`config.mk`:
```
export PLATFORM = sky130hd
export DESIGN_NAME = trackball_quadrature
export DESIGN_NICKNAME = d
export VERILOG_FILES = /design/src/rtl/trackball_pkg.sv /design/src/rtl/trackball_quadrature_quad_axis.sv /design/src/rtl/trackball_quadrature.sv
export SDC_FILE = /design/constraint.sdc
export NUM_CORES = 1
export LEC_CHECK = 0
export CAP_MARGIN = 20
export CORE_ASPECT_RATIO = 1.5
export CORE_UTILIZATION = 28
export DETAILED_ROUTE_END_ITERATION = 16
export RECOVER_POWER = 100
export REMOVE_ABC_BUFFERS = 1
export SLEW_MARGIN = 20
export SYNTH_ARGS = -nofsm -noshare
export SYNTH_HDL_FRONTEND = slang
export SYNTH_SLANG_ARGS = --single-unit
```
`constraint.sdc`:
```
create_clock -name clk_sys -period 5.1 [get_ports clk_sys]
set_input_delay 1.02 -clock clk_sys [delete_from_list [all_inputs] [get_ports clk_sys]]
set_output_delay 1.02 -clock clk_sys [all_outputs]
set_load 0.02 [all_outputs]
```
`src/rtl/trackball_pkg.sv`:
```
// Shared constants, types and helpers for the PS/2-mouse to quadrature trackball bridge.
package trackball_pkg;

    localparam int ACC_W_DEF = 12;

    // Bit positions inside the hps_io ps2_mouse word
    localparam int TOG    = 24;
    localparam int DY_MSB = 23;
    localparam int DX_MSB = 15;
    localparam int YS     = 5;
    localparam int XS     = 4;

    typedef logic signed [ACC_W_DEF-1:0] acc_t;

    // Symmetric clamp to [-limit, +limit]
    function automatic int sat(input int value, input int limit);
        int result;
        result = value;
        if (value > limit) begin
            result = limit;
        end else if (value < -limit) begin
            result = -limit;
        end
        return result;
    endfunction

    // One joystick count for an opposing pair: +1, -1, or 0 when both or neither are held
    function automatic logic signed [1:0] joy_step(input logic pos, input logic neg);
        logic signed [1:0] step;
        case ({pos, neg})
            2'b10:   step = 2'sb01;
            2'b01:   step = 2'sb11;
            default: step = 2'sb00;
        endcase
        return step;
    endfunction

endpackage

```
`src/rtl/trackball_quadrature_quad_axis.sv`:
```
// One trackball axis: signed motion accumulator drained one count per tick into a
// clock/direction pair.
module quad_axis
    import trackball_pkg::*;
#(
    parameter int W = ACC_W_DEF
) (
    input  logic                clk_sys,
    input  logic                reset_n,
    input  logic signed [W-1:0] delta_i,
    input  logic signed [1:0]   joy_delta_i,
    input  logic                tick_i,
    output logic signed [W-1:0] acc_o,
    output logic                clk_o,
    output logic                dir_o
);

    localparam int LIMIT = (1 << (W - 1)) - 1;

    logic                  drain_en;
    logic signed [W+1:0]   drain;
    logic signed [W+1:0]   sum;
    logic signed [W-1:0]   acc_next;

    assign drain_en = tick_i && (acc_o != '0);

    // Sum all contributions with two guard bits, then clamp symmetrically
    always_comb begin
        // NOTE: every always_comb output gets a default first so no path can infer a latch.
        drain = '0;
        if (drain_en) begin
            drain = acc_o[W-1] ? (W+2)'(1) : -(W+2)'(1);
        end
        sum      = (W+2)'(acc_o) + (W+2)'(delta_i) + (W+2)'(joy_delta_i) + drain;
        acc_next = W'(sat(int'(sum), LIMIT));
    end

    // Accumulator and the clock/direction pair share one register stage
    always_ff @(posedge clk_sys or negedge reset_n) begin
        if (!reset_n) begin
            // NOTE: state is written with <= so every register samples pre-edge values.
            acc_o <= '0;
            clk_o <= 1'b0;
            dir_o <= 1'b0;
        end else begin
            acc_o <= acc_next;
            if (drain_en) begin
                dir_o <= !acc_o[W-1];
                clk_o <= !clk_o;
            end
        end
    end

endmodule

```
`src/rtl/trackball_quadrature.sv`:
```
// PS/2 mouse packets and joystick emulation to two-axis quadrature trackball signals.
module trackball_quadrature
    import trackball_pkg::*;
#(
    parameter int ACC_W      = ACC_W_DEF,
    parameter int STEP_DIV   = 64,
    parameter int JOY_PERIOD = 6000
) (
    input  logic        clk_sys,
    input  logic        reset_n,
    input  logic [24:0] ps2_mouse,
    input  logic        flip,
    input  logic        joy_en,
    input  logic        joy_l,
    input  logic        joy_r,
    input  logic        joy_u,
    input  logic        joy_d,
    output logic [7:0]  trak_o,
    output logic        busy_o
);

    localparam int PRE_W = $clog2(STEP_DIV);
    localparam int JOY_W = $clog2(JOY_PERIOD);

    logic                    tog_q;
    logic                    armed_q;
    logic                    pkt;
    logic [PRE_W-1:0]        pre_q;
    logic                    tick;
    logic [JOY_W-1:0]        joy_cnt_q;
    logic                    joy_wrap;
    logic signed [ACC_W-1:0] dx_ext;
    logic signed [ACC_W-1:0] dy_ext;
    logic signed [ACC_W-1:0] dx_pkt;
    logic signed [ACC_W-1:0] dy_pkt;
    logic signed [1:0]       jx;
    logic signed [1:0]       jy;
    logic signed [ACC_W-1:0] acc_x;
    logic signed [ACC_W-1:0] acc_y;
    logic                    xclk;
    logic                    xdir;
    logic                    yclk;
    logic                    ydir;
    logic                    unused_ps2;

    assign unused_ps2 = &{1'b0, ps2_mouse[7:6], ps2_mouse[3:0]};

    // The first clock after reset only arms, so a toggle bit already set is not a packet
    assign pkt = armed_q && (ps2_mouse[TOG] != tog_q);

    // Packet toggle tracking and arm flag
    always_ff @(posedge clk_sys or negedge reset_n) begin
        if (!reset_n) begin
            tog_q   <= 1'b0;
            armed_q <= 1'b0;
        end else begin
            tog_q   <= ps2_mouse[TOG];
            armed_q <= 1'b1;
        end
    end

    assign tick = (pre_q == PRE_W'(STEP_DIV - 1));

    // Drain-rate prescaler
    always_ff @(posedge clk_sys or negedge reset_n) begin
        if (!reset_n) begin
            pre_q <= '0;
        end else begin
            pre_q <= tick ? '0 : pre_q + PRE_W'(1);
        end
    end

    assign joy_wrap = joy_en && (joy_cnt_q == JOY_W'(JOY_PERIOD - 1));

    // Joystick repeat timer, parked at zero while joystick emulation is off
    always_ff @(posedge clk_sys or negedge reset_n) begin
        if (!reset_n) begin
            joy_cnt_q <= '0;
        end else if (!joy_en || joy_wrap) begin
            joy_cnt_q <= '0;
        end else begin
            joy_cnt_q <= joy_cnt_q + JOY_W'(1);
        end
    end

    // 9-bit packet deltas, sign-extended and optionally negated for cocktail flip
    assign dx_ext = ACC_W'($signed({ps2_mouse[XS], ps2_mouse[DX_MSB -: 8]}));
    assign dy_ext = ACC_W'($signed({ps2_mouse[YS], ps2_mouse[DY_MSB -: 8]}));

    // Gate the deltas onto the packet strobe and the joystick counts onto the timer wrap
    always_comb begin
        dx_pkt = '0;
        dy_pkt = '0;
        jx     = '0;
        jy     = '0;
        if (pkt) begin
            dx_pkt = flip ? -dx_ext : dx_ext;
            dy_pkt = flip ? -dy_ext : dy_ext;
        end
        if (joy_wrap) begin
            jx = joy_step(joy_r, joy_l);
            jy = joy_step(joy_u, joy_d);
        end
    end

    quad_axis #(.W(ACC_W)) u_axis_x (
        .clk_sys     (clk_sys),
        .reset_n     (reset_n),
        .delta_i     (dx_pkt),
        .joy_delta_i (jx),
        .tick_i      (tick),
        .acc_o       (acc_x),
        .clk_o       (xclk),
        .dir_o       (xdir)
    );

    quad_axis #(.W(ACC_W)) u_axis_y (
        .clk_sys     (clk_sys),
        .reset_n     (reset_n),
        .delta_i     (dy_pkt),
        .joy_delta_i (jy),
        .tick_i      (tick),
        .acc_o       (acc_y),
        .clk_o       (yclk),
        .dir_o       (ydir)
    );

    assign trak_o = {xdir, xdir, xclk, xclk, ydir, ydir, yclk, yclk};
    assign busy_o = (acc_x != '0) || (acc_y != '0);

endmodule

```
==> run_results.csv <==
group,metric,value,unit
status,status,"finished with violations",
status,violations,"max-capacitance violations, max-slew violations",
cts,clock_sinks,49,
timing,timing.final.hold_violations,0,
timing,max_slew.worst_pin.slew,2650,ps
yosys,yosysUniqueCellTypes,61,
placement,placed_cell_area,6630,um2
grt,met2_usage,27.7,%
grt,grt_max_degree,50,
die,dieHeight,170,um
power,peakVddDrop,0.308,mV
cts,tritoncts,"yes",
yosys,synth_edf_count,0,
setup_path,startpoint_type,"input port",
grt,grt_usage,14.1,%
power,finalPower,3.10,mW
yosys,synth_top_area_share,23.2,%
timing,slew_headroom,-76.5,%
setup_path,end_kind,"flop",
yosys,synth-async-reset-ratio,100,%
setup_path,reg2reg_setup_slack,300,ps
route,wirelength,13.0,mm
final_layout,finalInstanceArea,7110,um2
worst_hold_path,hold_end,"joy_cnt_q[0]",
die,fp.dieArea,19400,um2
die,initial_utilization,28.5,%
route,drt-initial-drc-count,116,
timing,drv_slew,50,
final_layout,finalNonFillerCells,990,
cts,cts_inserted_buffers,5,
setup_path,r2r_end,"u_axis_x.acc_o[0]",
grt,grt.overflow.total,0,
route,postRouteAntennaNets,0,
timing,period_share,97.0,%
grt,grt_antenna_before_repair,0,
placement,hpwl,10.9,mm
timing,period_minus_slack,4950,ps
setup_path,critPathKind,"input port to flop",
placement,gp_congestion,0.848,
route,drc,0,
grt,grt_pass1_vias,4657,
cts,clk_pin_slew,80,ps
setup_path,reg2reg_depth,15,
timing,clock_skew,10.0,ps
final_layout,nets,852,
grt,grt.busiest_layer,"met2",
final_layout,drive_gt1_share,25.7,%
final_layout,antennaDiodeCount,0,
route,wl_per_cell,13.1,um
grt,grt_pass1_wl,21.7,mm
placement,numPortBuffers,35,
cts,cts-root-buf,"clkbuf_16",
yosys,yosysWarnings,0,
setup_path,arrival,5160,ps
yosys,synth_cells,602,
die,coreArea,18500,um2
final_layout,layout_common_cells,"117 x inv_1, 101 x buf_4, 49 x dfrtp_1, 48 x fa_1, 38 x nand2_1",
yosys,synth.avg_cell_area,8.78,um2
setup_path,crit_fanout,5,
yosys,ys_seq_elements,49,
worst_hold_path,min-delay-start,"joy_cnt_q[0]",
setup_path,r2r_start,"joy_cnt_q[0]",
cts,insertion_delay,290,ps
power,power.density,436,nW/um2
cts,clockBufferDepth,2,
setup_path,cp.required,5310,ps
run,drv_cap,1,
yosys,yosys.area.top_type,"dfrtp_1",
route,via_per_inst,4.51,
worst_hold_path,hp-class,"flop to flop",
timing,setup_viol,0,
die,die_x,114,um
timing,fmax,202,MHz
grt,use_met3,1.42,%
placement,dp_slack,-666,ps
grt,grt_use_met1,14.9,%
yosys,synthTopCellsByArea,"dfrtp_1 23%, fa_1 19%, inv_1 8.4%",
die,rows,61,
route,firstDrtPassIters,4,
worst_hold_path,min_path_cells,1,
placement,dpl.cell_count,974,
yosys,synth_ff_type,"dfrtp_1",
yosys,synth_area,5290,um2
final_layout,final_common_cell,"inv_1",
cts,h-tree-depth,2,
yosys,yosysSeqAreaShare,23.2,%
die,io_pins,42,
cts,ctsHoldBuffers,0,
timing,setup_slack,151,ps
route,vias,4469,
power,p_leak,3.45,nW
final_layout,area_growth,34.4,%
==> power breakdown <==
part / switching (mW) / total, mW / internal [mW]
combinational: 1.12 / 2.15 / 1.03
sequential: 0.0993 / 0.598 / 0.499
clock: 0.162 / 0.350 / 0.188
==> Yosys cell counts, types with 2 or more instances <==
cell / n
inv_1: 118
fa_1: 50
dfrtp_1: 49
nor2_1: 43
a21oi_1: 42
nand2_1: 40
ha_1: 32
xor2_1: 27
nand3_1: 24
xnor2_1: 22
o21ai_0: 18
o21ai_1: 15
nor4_1: 12
nor3_1: 11
buf_4: 9
a21o_1: 8
and3_1: 5
o211ai_1: 5
o21bai_1: 5
or2_2: 5
or3_1: 5
buf_2: 4
clkbuf_1: 4
o31ai_1: 4
a211oi_2: 3
mux2i_1: 3
nand2b_1: 3
a311o_1: 2
a41oi_2: 2
==> sequential cells by signal, summed over array words and instances (netlist names) <==
| name | count |
|---|---|
| tog_q | 1 |
| joy_cnt_q | 13 |
| u_axis_x.acc_o | 12 |
| u_axis_x.clk_o | 1 |
| pre_q | 6 |
| u_axis_x.dir_o | 1 |
| u_axis_y.clk_o | 1 |
| armed_q | 1 |
| u_axis_y.acc_o | 12 |
| u_axis_y.dir_o | 1 |
==> per-stage QoR <==
stage,util [%],hold WS [ps],TNS [ps]
after CTS,37.2,471,0
after floorplan,-,425,-4740
after detailed placement,35.7,461,-12290
final,38.3,472,0
after global placement,35.7,451,-11980
after global routing,38.3,489,-4.35
==> critical path: stages <==
cell and delay [ps]:
clkdlybuf4s50_1 450, inv_1 40, ha_1 270, or2_2 320, fa_1 370, inv_1 70, fa_1 420, ha_1 240
fa_2 360, a211oi_2 320, o21ai_2 120, a311o_1 380, a21oi_2 180, xnor2_2 240, buf_4 220, o21ai_1 70
o21ai_1 80
==> cell type report <==
type	count	area, um2
Clock buffer	5	125
Clock inverter	3	28.8
Fill cell	1865	11400
Inverter	118	443
Multi-Input combinational cell	416	3750
Sequential cell	49	1230
Tap cell	252	315
Timing Repair Buffer	147	1220
==> repair_timing <==
action                                  4_1_cts  5_1_grt
endpoints found under the hold margin         0        0
endpoints found under the setup margin       23       22
buffers inserted                              1        6
resized for setup                            27       57
cloned                                        0        1
pin swaps                                    19       27
==> per-layer routing <==
layer	share of wire, %	routed length (um)
met5	0	0
met3	1.5	200
met4	3.5	460
met2	57	7420
met1	38	4900
==> worst max path at each step <==
stage                             start            endpoint  slack (ps)
after floorplan                pre_q[0]   u_axis_x.acc_o[0]        -400
after global placement     ps2_mouse[8]  u_axis_x.acc_o[10]        -640
after detailed placement   ps2_mouse[8]  u_axis_x.acc_o[10]        -670
after CTS                 ps2_mouse[18]  u_axis_y.acc_o[10]           3
after global routing      ps2_mouse[24]   u_axis_y.acc_o[0]          -4
final                             joy_u  u_axis_y.acc_o[10]         150
==> cells by family (layout without fill, tap and decap cells) <==
group	after synthesis	count (layout)	share of synthesized area, %
adder cells (fa/ha/maj)	82	82	26.5
XOR/XNOR	52	52	9.25
AO/OA/AOI/OAI	118	118	14.9
AND/OR/NAND/NOR	160	160	14.9
flip-flops	49	49	23.2
multiplexers	3	3	0.568
other	1	1	0.0709
buffers and inverters	137	273	10.6
(Power assumes the default switching activity.)
